File: src/rtl/button_core_pkg.sv
// ---------------------------------------------------------------------------
// button_core_pkg
// Shared definitions for the push-button input core: the MMIO register
// offsets decoded from io_bus_s_address[7:0], an enum naming the decoded
// register, and a helper that maps an offset onto that enum.
// ---------------------------------------------------------------------------
package button_core_pkg;

  // Byte offsets of the button core registers within its chip-select window
  localparam logic [7:0] MMIO_BTN_REG_GET_STATE = 8'h00;
  localparam logic [7:0] MMIO_BTN_REG_GET_EDGE  = 8'h04;
  localparam logic [7:0] MMIO_BTN_REG_CLR_EDGE  = 8'h08;
  localparam logic [7:0] MMIO_BTN_REG_IRQ_EN    = 8'h0C;

  // Decoded register selection; BTN_SEL_NONE covers every unmapped offset
  typedef enum logic [2:0] {
    BTN_SEL_NONE,
    BTN_SEL_STATE,
    BTN_SEL_EDGE,
    BTN_SEL_CLR,
    BTN_SEL_IRQ_EN
  } btn_sel_e;

  // Map a byte offset onto the register it selects
  function automatic btn_sel_e btn_decode(input logic [7:0] offset);
    btn_sel_e sel;
    case (offset)
      MMIO_BTN_REG_GET_STATE: sel = BTN_SEL_STATE;
      MMIO_BTN_REG_GET_EDGE:  sel = BTN_SEL_EDGE;
      MMIO_BTN_REG_CLR_EDGE:  sel = BTN_SEL_CLR;
      MMIO_BTN_REG_IRQ_EN:    sel = BTN_SEL_IRQ_EN;
      default:                sel = BTN_SEL_NONE;
    endcase
    return sel;
  endfunction

endpackage

File: src/rtl/button_core_debouncer.sv
// ---------------------------------------------------------------------------
// button_debouncer
// One button input: 2-flop synchroniser followed by a counter-based
// debouncer. The debounced level only changes after the synchronised input
// has differed from it for DEBOUNCE_CYCLES consecutive cycles.
//
// Ports:
//   clk      system clock
//   rst      synchronous active-high reset
//   i_btn    raw asynchronous button input
//   o_level  debounced level (registered)
//   o_rise   high for the single cycle whose edge takes o_level 0->1
// ---------------------------------------------------------------------------
module button_debouncer #(
  parameter int DEBOUNCE_CYCLES = 1000000
) (
  input  logic clk,
  input  logic rst,
  input  logic i_btn,
  output logic o_level,
  output logic o_rise
);

  localparam int CNT_W = $clog2(DEBOUNCE_CYCLES);
  localparam logic [CNT_W-1:0] CNT_LAST = CNT_W'(DEBOUNCE_CYCLES - 1);

  logic             r_sync1;
  logic             r_sync2;
  logic             r_level;
  logic [CNT_W-1:0] r_cnt;

  logic w_differ;
  logic w_flip;

  // The counter can never pass CNT_LAST: reaching it while still differing
  // flips the level, which clears the counter on the same edge.
  assign w_differ = (r_sync2 != r_level);
  assign w_flip   = w_differ && (r_cnt == CNT_LAST);

  always_ff @(posedge clk) begin
    if (rst) begin
      r_sync1 <= 1'b0;
      r_sync2 <= 1'b0;
      r_level <= 1'b0;
      r_cnt   <= '0;
    end else begin
      r_sync1 <= i_btn;
      r_sync2 <= r_sync1;
      if (!w_differ) begin
        r_cnt <= '0;
      end else if (w_flip) begin
        r_level <= r_sync2;
        r_cnt   <= '0;
      end else begin
        r_cnt <= r_cnt + 1'b1;
      end
    end
  end

  assign o_level = r_level;
  // Combinational so the pending bit in the top sets on the same edge as the level
  assign o_rise  = w_flip && r_sync2;

endmodule

File: src/rtl/button_core.sv
// ---------------------------------------------------------------------------
// button_core
// Memory-mapped push-button input peripheral. Debounces NUM_BUTTONS raw
// inputs, latches debounced rising edges into sticky pending bits, and
// returns state to the CPU through registered reads (one-cycle latency,
// zero when not selected so the interconnect can OR slaves together).
//
// Optional feature (macro BUTTON_IRQ_EN): adds the irq_en register at 0x0C
// and the registered output irq = |(edge_pending & irq_en).
//
// Ports:
//   clk               system clock
//   rst               synchronous active-high reset
//   io_bus_s_rd_en    read strobe
//   io_bus_s_wr_en    write strobe
//   io_bus_s_cs       chip select for this core
//   io_bus_s_address  byte address, only [7:0] decoded
//   io_bus_s_wr_data  write data
//   io_bus_s_rd_data  registered read data
//   btn               raw asynchronous button inputs
//   irq               interrupt request (BUTTON_IRQ_EN only)
// ---------------------------------------------------------------------------
module button_core
  import button_core_pkg::*;
#(
  parameter int NUM_BUTTONS     = 4,
  parameter int DEBOUNCE_CYCLES = 1000000
) (
  input  logic                   clk,
  input  logic                   rst,
  input  logic                   io_bus_s_rd_en,
  input  logic                   io_bus_s_wr_en,
  input  logic                   io_bus_s_cs,
  input  logic [31:0]            io_bus_s_address,
  input  logic [31:0]            io_bus_s_wr_data,
  output logic [31:0]            io_bus_s_rd_data,
  input  logic [NUM_BUTTONS-1:0] btn
`ifdef BUTTON_IRQ_EN
  ,
  output logic                   irq
`endif
);

  logic [NUM_BUTTONS-1:0] w_level;
  logic [NUM_BUTTONS-1:0] w_rise;
  logic [NUM_BUTTONS-1:0] w_clr;
  logic [31:0]            w_state_ext;
  logic [31:0]            w_edge_ext;
  logic [31:0]            w_rd_mux;
  btn_sel_e               w_sel;
  logic                   w_rd_act;
  logic                   w_wr_act;
  logic                   w_unused_bits;

  logic [NUM_BUTTONS-1:0] r_edge;
  logic [31:0]            r_rd_data;

  // One synchroniser + debouncer per button
  for (genvar i = 0; i < NUM_BUTTONS; i++) begin : g_btn
    button_debouncer #(
      .DEBOUNCE_CYCLES(DEBOUNCE_CYCLES)
    ) u_debouncer (
      .clk    (clk),
      .rst    (rst),
      .i_btn  (btn[i]),
      .o_level(w_level[i]),
      .o_rise (w_rise[i])
    );
  end

  assign w_sel    = btn_decode(io_bus_s_address[7:0]);
  assign w_rd_act = io_bus_s_cs && io_bus_s_rd_en;
  assign w_wr_act = io_bus_s_cs && io_bus_s_wr_en;

  // Only the low byte of the address is decoded
  assign w_unused_bits = &{1'b0, io_bus_s_address[31:8]};

  assign w_clr = (w_wr_act && (w_sel == BTN_SEL_CLR))
                 ? io_bus_s_wr_data[NUM_BUTTONS-1:0] : '0;

`ifdef BUTTON_IRQ_EN
  logic [NUM_BUTTONS-1:0] r_irq_en;
  logic [31:0]            w_irq_en_ext;
  logic                   r_irq;

  // irq_en is plain RW storage; irq follows the pending bits one cycle later
  always_ff @(posedge clk) begin
    if (rst) begin
      r_irq_en <= '0;
      r_irq    <= 1'b0;
    end else begin
      if (w_wr_act && (w_sel == BTN_SEL_IRQ_EN)) begin
        r_irq_en <= io_bus_s_wr_data[NUM_BUTTONS-1:0];
      end
      r_irq <= |(r_edge & r_irq_en);
    end
  end

  always_comb begin
    w_irq_en_ext                  = '0;
    w_irq_en_ext[NUM_BUTTONS-1:0] = r_irq_en;
  end

  assign irq = r_irq;
`endif

  // Zero-extension written as a default plus a slice so NUM_BUTTONS=32 works
  always_comb begin
    w_state_ext                  = '0;
    w_state_ext[NUM_BUTTONS-1:0] = w_level;
    w_edge_ext                   = '0;
    w_edge_ext[NUM_BUTTONS-1:0]  = r_edge;
  end

  always_comb begin
    w_rd_mux = '0;
    case (w_sel)
      BTN_SEL_STATE:  w_rd_mux = w_state_ext;
      BTN_SEL_EDGE:   w_rd_mux = w_edge_ext;
`ifdef BUTTON_IRQ_EN
      BTN_SEL_IRQ_EN: w_rd_mux = w_irq_en_ext;
`endif
      default:        w_rd_mux = '0;
    endcase
  end

  // A new rising edge wins over a simultaneous W1C so no event is lost
  always_ff @(posedge clk) begin
    if (rst) begin
      r_edge    <= '0;
      r_rd_data <= '0;
    end else begin
      r_edge    <= (r_edge & ~w_clr) | w_rise;
      r_rd_data <= w_rd_act ? w_rd_mux : 32'h0;
    end
  end

  assign io_bus_s_rd_data = r_rd_data;

endmodule

File: config.mk
export PLATFORM = sky130hd
export DESIGN_NAME = button_core
export DESIGN_NICKNAME = d
export VERILOG_FILES = /design/src/rtl/button_core_pkg.sv /design/src/rtl/button_core_debouncer.sv /design/src/rtl/button_core.sv
export SDC_FILE = /design/constraint.sdc
export NUM_CORES = 1
export LEC_CHECK = 0
export CORE_MARGIN = 1
export CORE_UTILIZATION = 54
export DETAILED_ROUTE_END_ITERATION = 7
export GPL_TIMING_DRIVEN = 1
export PLACE_DENSITY = 0.87
export RECOVER_POWER = 100
export SYNTH_ARGS = -nofsm -noshare
export SYNTH_HDL_FRONTEND = slang
export SYNTH_SLANG_ARGS = --single-unit
File: constraint.sdc
create_clock -name clk -period 3.2 [get_ports clk]
set_input_delay 0.48 -clock clk [delete_from_list [all_inputs] [get_ports clk]]
set_output_delay 0.48 -clock clk [all_outputs]
set_load 0.02 [all_outputs]
# --- Word level (Yosys, flattened, before mapping) ---
# Index checks and enable logic that the tools add are counted.
totals:
  output_inout_bits: 32
  wordCells: 68
  ff_bits: 128
classes:
  n_addsub: 4
  n_reduce_logical: 21
  mux: 3
  n_bitwise: 8
  n_eq_ne: 14
ops:
  columns: ["operator", "n"]
  rows:
  - ["20-bit by 1-bit adder with 20-bit output (second input constant)", 4]
  - ["20-bit equality test (second input constant)", 4]
  - ["8-bit by 4-bit equality test with 1-bit output (second input constant)", 2]
  - ["3-bit case mux with 4 select lines", 1]
  - ["3-bit OR reduction", 4]
  - ["1-bit logical AND", 11]
  - ["8-bit by 3-bit equality test with 1-bit output (second input constant)", 1]
  - ["8-bit zero test", 1]
  - ["4-bit case mux with 2 select lines", 1]
  - ["2-bit AND reduction", 4]
  - ["3-bit by 2-bit equality test with 1-bit output (second input constant)", 2]
  - ["1-bit NOT", 5]
  - ["4-bit bitwise AND", 1]
  - ["4-bit two-way mux", 1]
  - ["1-bit != test", 4]
  - ["4-bit NOT", 1]
  - ["4-bit OR", 1]
  - ["3-bit by 1-bit equality test with 1-bit output (second input constant)", 1]
  - ["2-bit OR reduction", 1]

# --- Longest topological paths before layout ---
depth:
  depth_word: 8
  mapped_depth: 6

# --- Cells and area by module ---
# Synthesis repeated with hierarchy kept, for this count alone.
unflattened:
  hier_cells: 544
  area_unflattened_um2: 4648.2
modules_own_cells:
  columns: ["mod", "instances", "cells_each", "seq_area_each_um2", "area_per_inst_um2"]
  rows:
  - ["button_debouncer", 4, 120, 460.4, 1024.7]
  - ["button_core", 1, 64, 160.2, 549.3]

# --- Least setup slack after synthesis ---
# No wires, ideal clock.
synth_path:
  path_type: "flip-flop to flip-flop"
  start: "register g_btn[0].u_debouncer.r_cnt[7]"
  end: "register g_btn[0].u_debouncer.r_cnt[2]"
  required_ns: 3.083
  path_slack_ns: 1.330
  path_stages_with_launch: 6
  arrival_time_ns: 1.752
  setup_ns: 0.117
  synth_period_minus_slack_ns: 1.870
  cell_sequence: "dfxtp_1 -> or4b_1 -> or4_1 -> o21ai_1 -> buf_2 -> nor2_1"
synth_via:
  elab_chain_len: 3
synth_rtl:
  columns: ["item", "line", "text"]
  rows:
  - ["from (decl)", "button_core_debouncer.sv:30", "logic [CNT_W-1:0] r_cnt;"]
  - ["from (signal assigned)", "button_core_debouncer.sv:55", "r_cnt <= r_cnt + 1'b1;"]
  - ["20-bit equality test", "button_core_debouncer.sv:38", "assign w_flip = w_differ && (r_cnt == CNT_LAST);"]
  - ["1-bit logical AND", "button_core_debouncer.sv:38", null]
  - ["3-bit OR reduction (no line)", null, null]
# No other way between the ends.
# A chain may end at the register's enable or synchronous reset.

# --- Worst setup path in the final report ---
layout_path:
  start: "register g_btn[3].u_debouncer.r_cnt[0]"
  end: "register g_btn[3].u_debouncer.r_cnt[8]"
layout_via:
  elab_chain_len: 3
  word_cells_on_any_way: 4
  cone_classes: "add/sub (1); eq/ne (1); reduce/logical (2)"
layout_rtl:
  columns: ["item", "line"]
  rows:
  - ["from (decl)", "button_core_debouncer.sv:30"]
  - ["from (signal assigned)", "button_core_debouncer.sv:55"]
  - ["branches (longest 3 deep; another with 20-bit by 1-bit adder with 20-bit output)", null]
# Parallel ways; which one is timed is not known.

==> metrics.csv <==
metric,value,unit
top cell type's share of synthesized area,43.94,%
via/cell ratio,5.566,
PnR worst setup slack,0.6337,ns
classification of the worst-slack hold path,reg2reg,
GPL Wtd Cong,0.8278,
Mapped Cells,523,
PD cells,441.0,nW/um2
xor/xnor cell area share of the yosys netlist,9.997,%
Die Ht,93.85,um
TritonCTS clock tree,done,
register area share after synthesis,43.94,%
unrepaired setup endpoints after global routing,no,
Synth Area in Adders,1.099,%
hold_buf cts,0,
synthesized area per cell,8.711,um2
Pre-antenna DRT Iters,4,
area grow syn2layout,9.201,%
post-synthesis mux area share,0.8789,%
ANT cells,0,
DR vias,3640,
r2r setup slk,0.63,ns
"Slew Viols, Final",0,
total negative slack,0,ns
Sink Count,100,
largest area contributor in the netlist,dfxtp_1,
total length of routed wires,8.774,mm
critical path required time,3.42,ns
largest family of logic cells by synthesized area,simple AND/OR/NAND/NOR gates,
ys async rst share,0,%
worst-skew pair later-pin latency,0.37,ns
Max VDD drop,0.0002409,V
"worst slack, placed",0.8147,ns
Most used DFF post-synth,dfxtp_1,
final worst-path cycle share,80.20,%
"Clk pin slew, worst setup/hold paths",0.09,ns
post-CTS sizing,0,
Layout Skew,0.01314,ns
main area contributors after synthesis,"dfxtp_1 (44%), xnor2_1 (7.3%), nor2_1 (5.7%)",
WL per Instance,13.42,um
drt drc,0,
Filler cells,706,
Synth Area in Compound Gates,8.597,%
CP Max Fanout,20,
All-Layer GR Usage,20.93,%
die width,93.85,um
Yosys warning count,0,
initial cell density of the core,55.72,%
initial antenna violation count,0,
Slew headroom,43.50,%
DRT antenna net count,0,
crit path DAT,2.79,ns
# IOs,105,
root buf cell,clkbuf_8,
Core Area,8175,um2
mapped cell area,4556,um2
Max-cap violations,0,
hpwl dp,6.275,mm
Hold Fails Final Rpt,0,
Post-CTS Setup Inserts,0,
cts bufs inserted,9,
Pleak,1.518,nW
GRT overflow,0,
1st-iter DRT viols,115,
CP Capture Type,register,
first-pass GRT wire length,14.61,mm
vias in the first global route,3443,
Synth Area in Simple Gates,27.57,%
share of cells above drive strength 1,3.643,%
"most common cell after layout, fill and taps aside",dfxtp_1,
die area,8808,um2
Post-synth EDFFs,0,
FP Rows,33,
Nets,622,
minimum clock period,2.566,ns
largest net degree at the start of global routing,21,
Netlist cell types,42,
status,finished clean,
Setup CP Type,reg2reg,
Max Root-Sink Buffers,2,
"commonest cells after routing, fill and taps aside","dfxtp_1 (100), nor2_1 (69), xnor2_1 (38), a21oi_1 (32), nand3_1 (29)",
H-Tree Depth,3,
Slew @ Worst Pin,0.8475,ns
Yosys reg bits,100,
port bufs,24,
FMAX,389.7,MHz
startpoint types,register,
final setup fails,0,
## metal layers
metal  GRT usage [%]  vias up  share of wire [%]  routed length, um
met5               0        -                  0                  0
met4           9.103        0                2.0                176
met3           4.612       19                3.3                293
li1                -     1826                  -                  -
met1           23.14     1720                 43               3747
met2           38.14       75                 52               4557
## power breakdown
part           switching, mW  internal (mW)  leakage [nW]
clock network          0.419          0.440         0.103
logic                 0.0523         0.0291         0.608
registers            0.00364           1.25         0.807
## path summary, 6_finish.rpt
kind / from / endpoint / cells past startpoint
setup / recovery: g_btn[3].u_debouncer.r_cnt[0]$_SDFF_PP0_ / g_btn[3].u_debouncer.r_cnt[8]$_SDFF_PP0_ / 6
hold / removal: g_btn[3].u_debouncer.r_sync1$_SDFF_PP0_ / g_btn[3].u_debouncer.r_sync2$_SDFF_PP0_ / 1
setup reg to reg: g_btn[3].u_debouncer.r_cnt[0]$_SDFF_PP0_ / g_btn[3].u_debouncer.r_cnt[8]$_SDFF_PP0_ / 6
hold reg to reg: g_btn[3].u_debouncer.r_sync1$_SDFF_PP0_ / g_btn[3].u_debouncer.r_sync2$_SDFF_PP0_ / 1
## synth_stat cells, types with 3 or more instances
cell type,instances
xnor2_1,38
o21ai_0,15
nor3_1,12
nand4b_1,3
nand4_1,11
nor2b_1,9
and3_1,6
nand3_1,29
or4_1,21
nor2_1,69
ha_1,4
nor4b_1,4
nand2_1,22
buf_2,9
o21ai_1,4
clkbuf_1,7
or3_1,15
mux2i_1,4
inv_1,20
nor4_1,10
o31ai_1,12
dfxtp_1,100
buf_4,28
xor2_1,14
a21oi_1,32
and4_1,4
## cell families after synthesis
logic type | count (synthesis)
flip-flops | 100
multiplexers | 4
XOR/XNOR | 52
buffers and inverters | 64
other | 1
AO/OA/AOI/OAI | 68
AND/OR/NAND/NOR | 230
adder cells (fa/ha/maj) | 4
## area by class of cell
| type | instances | area (um2) | area share (%) |
|---|---|---|---|
| clock buffer | 10 | 127.6 | 2.565 |
| clock inverter | 5 | 85.08 | 1.710 |
| inverter | 20 | 75.07 | 1.509 |
| multi-input combinational | 386 | 2298 | 46.20 |
| sequential | 100 | 2002 | 40.24 |
| tap | 105 | 131.4 | 2.641 |
| timing repair buffer | 28 | 255.2 | 5.131 |
## stage by stage
stage,area [um2],hold slack (ns),util [%],total power [mW],cells
detailed placement,4777,0.4296,58.43,1.365,639
finish,4975,0.4499,60.85,2.194,654
CTS,4990,0.4569,61.03,2.224,654
global route,4975,0.4758,60.85,2.270,654
floorplan,4657,0.4138,-,1.358,550
global placement,4777,0.4175,58.43,1.364,639
## worst max-delay path: stages, from the launching register on
cell and delay [ns]:
dfxtp_1 0.38, ha_1 0.20, nand3_1 0.24, or4_1 0.63
o21ai_0 0.18, clkbuf_1 0.66, nor2_1 0.12
## flip-flops by register name (all words and copies together), names as in the netlist
name	flops
g_btn.u_debouncer.r_cnt	80
g_btn.u_debouncer.r_sync1	4
g_btn.u_debouncer.o_level	4
r_edge	4
g_btn.u_debouncer.r_sync2	4
io_bus_s_rd_data	4
(Power assumes the default switching activity.)
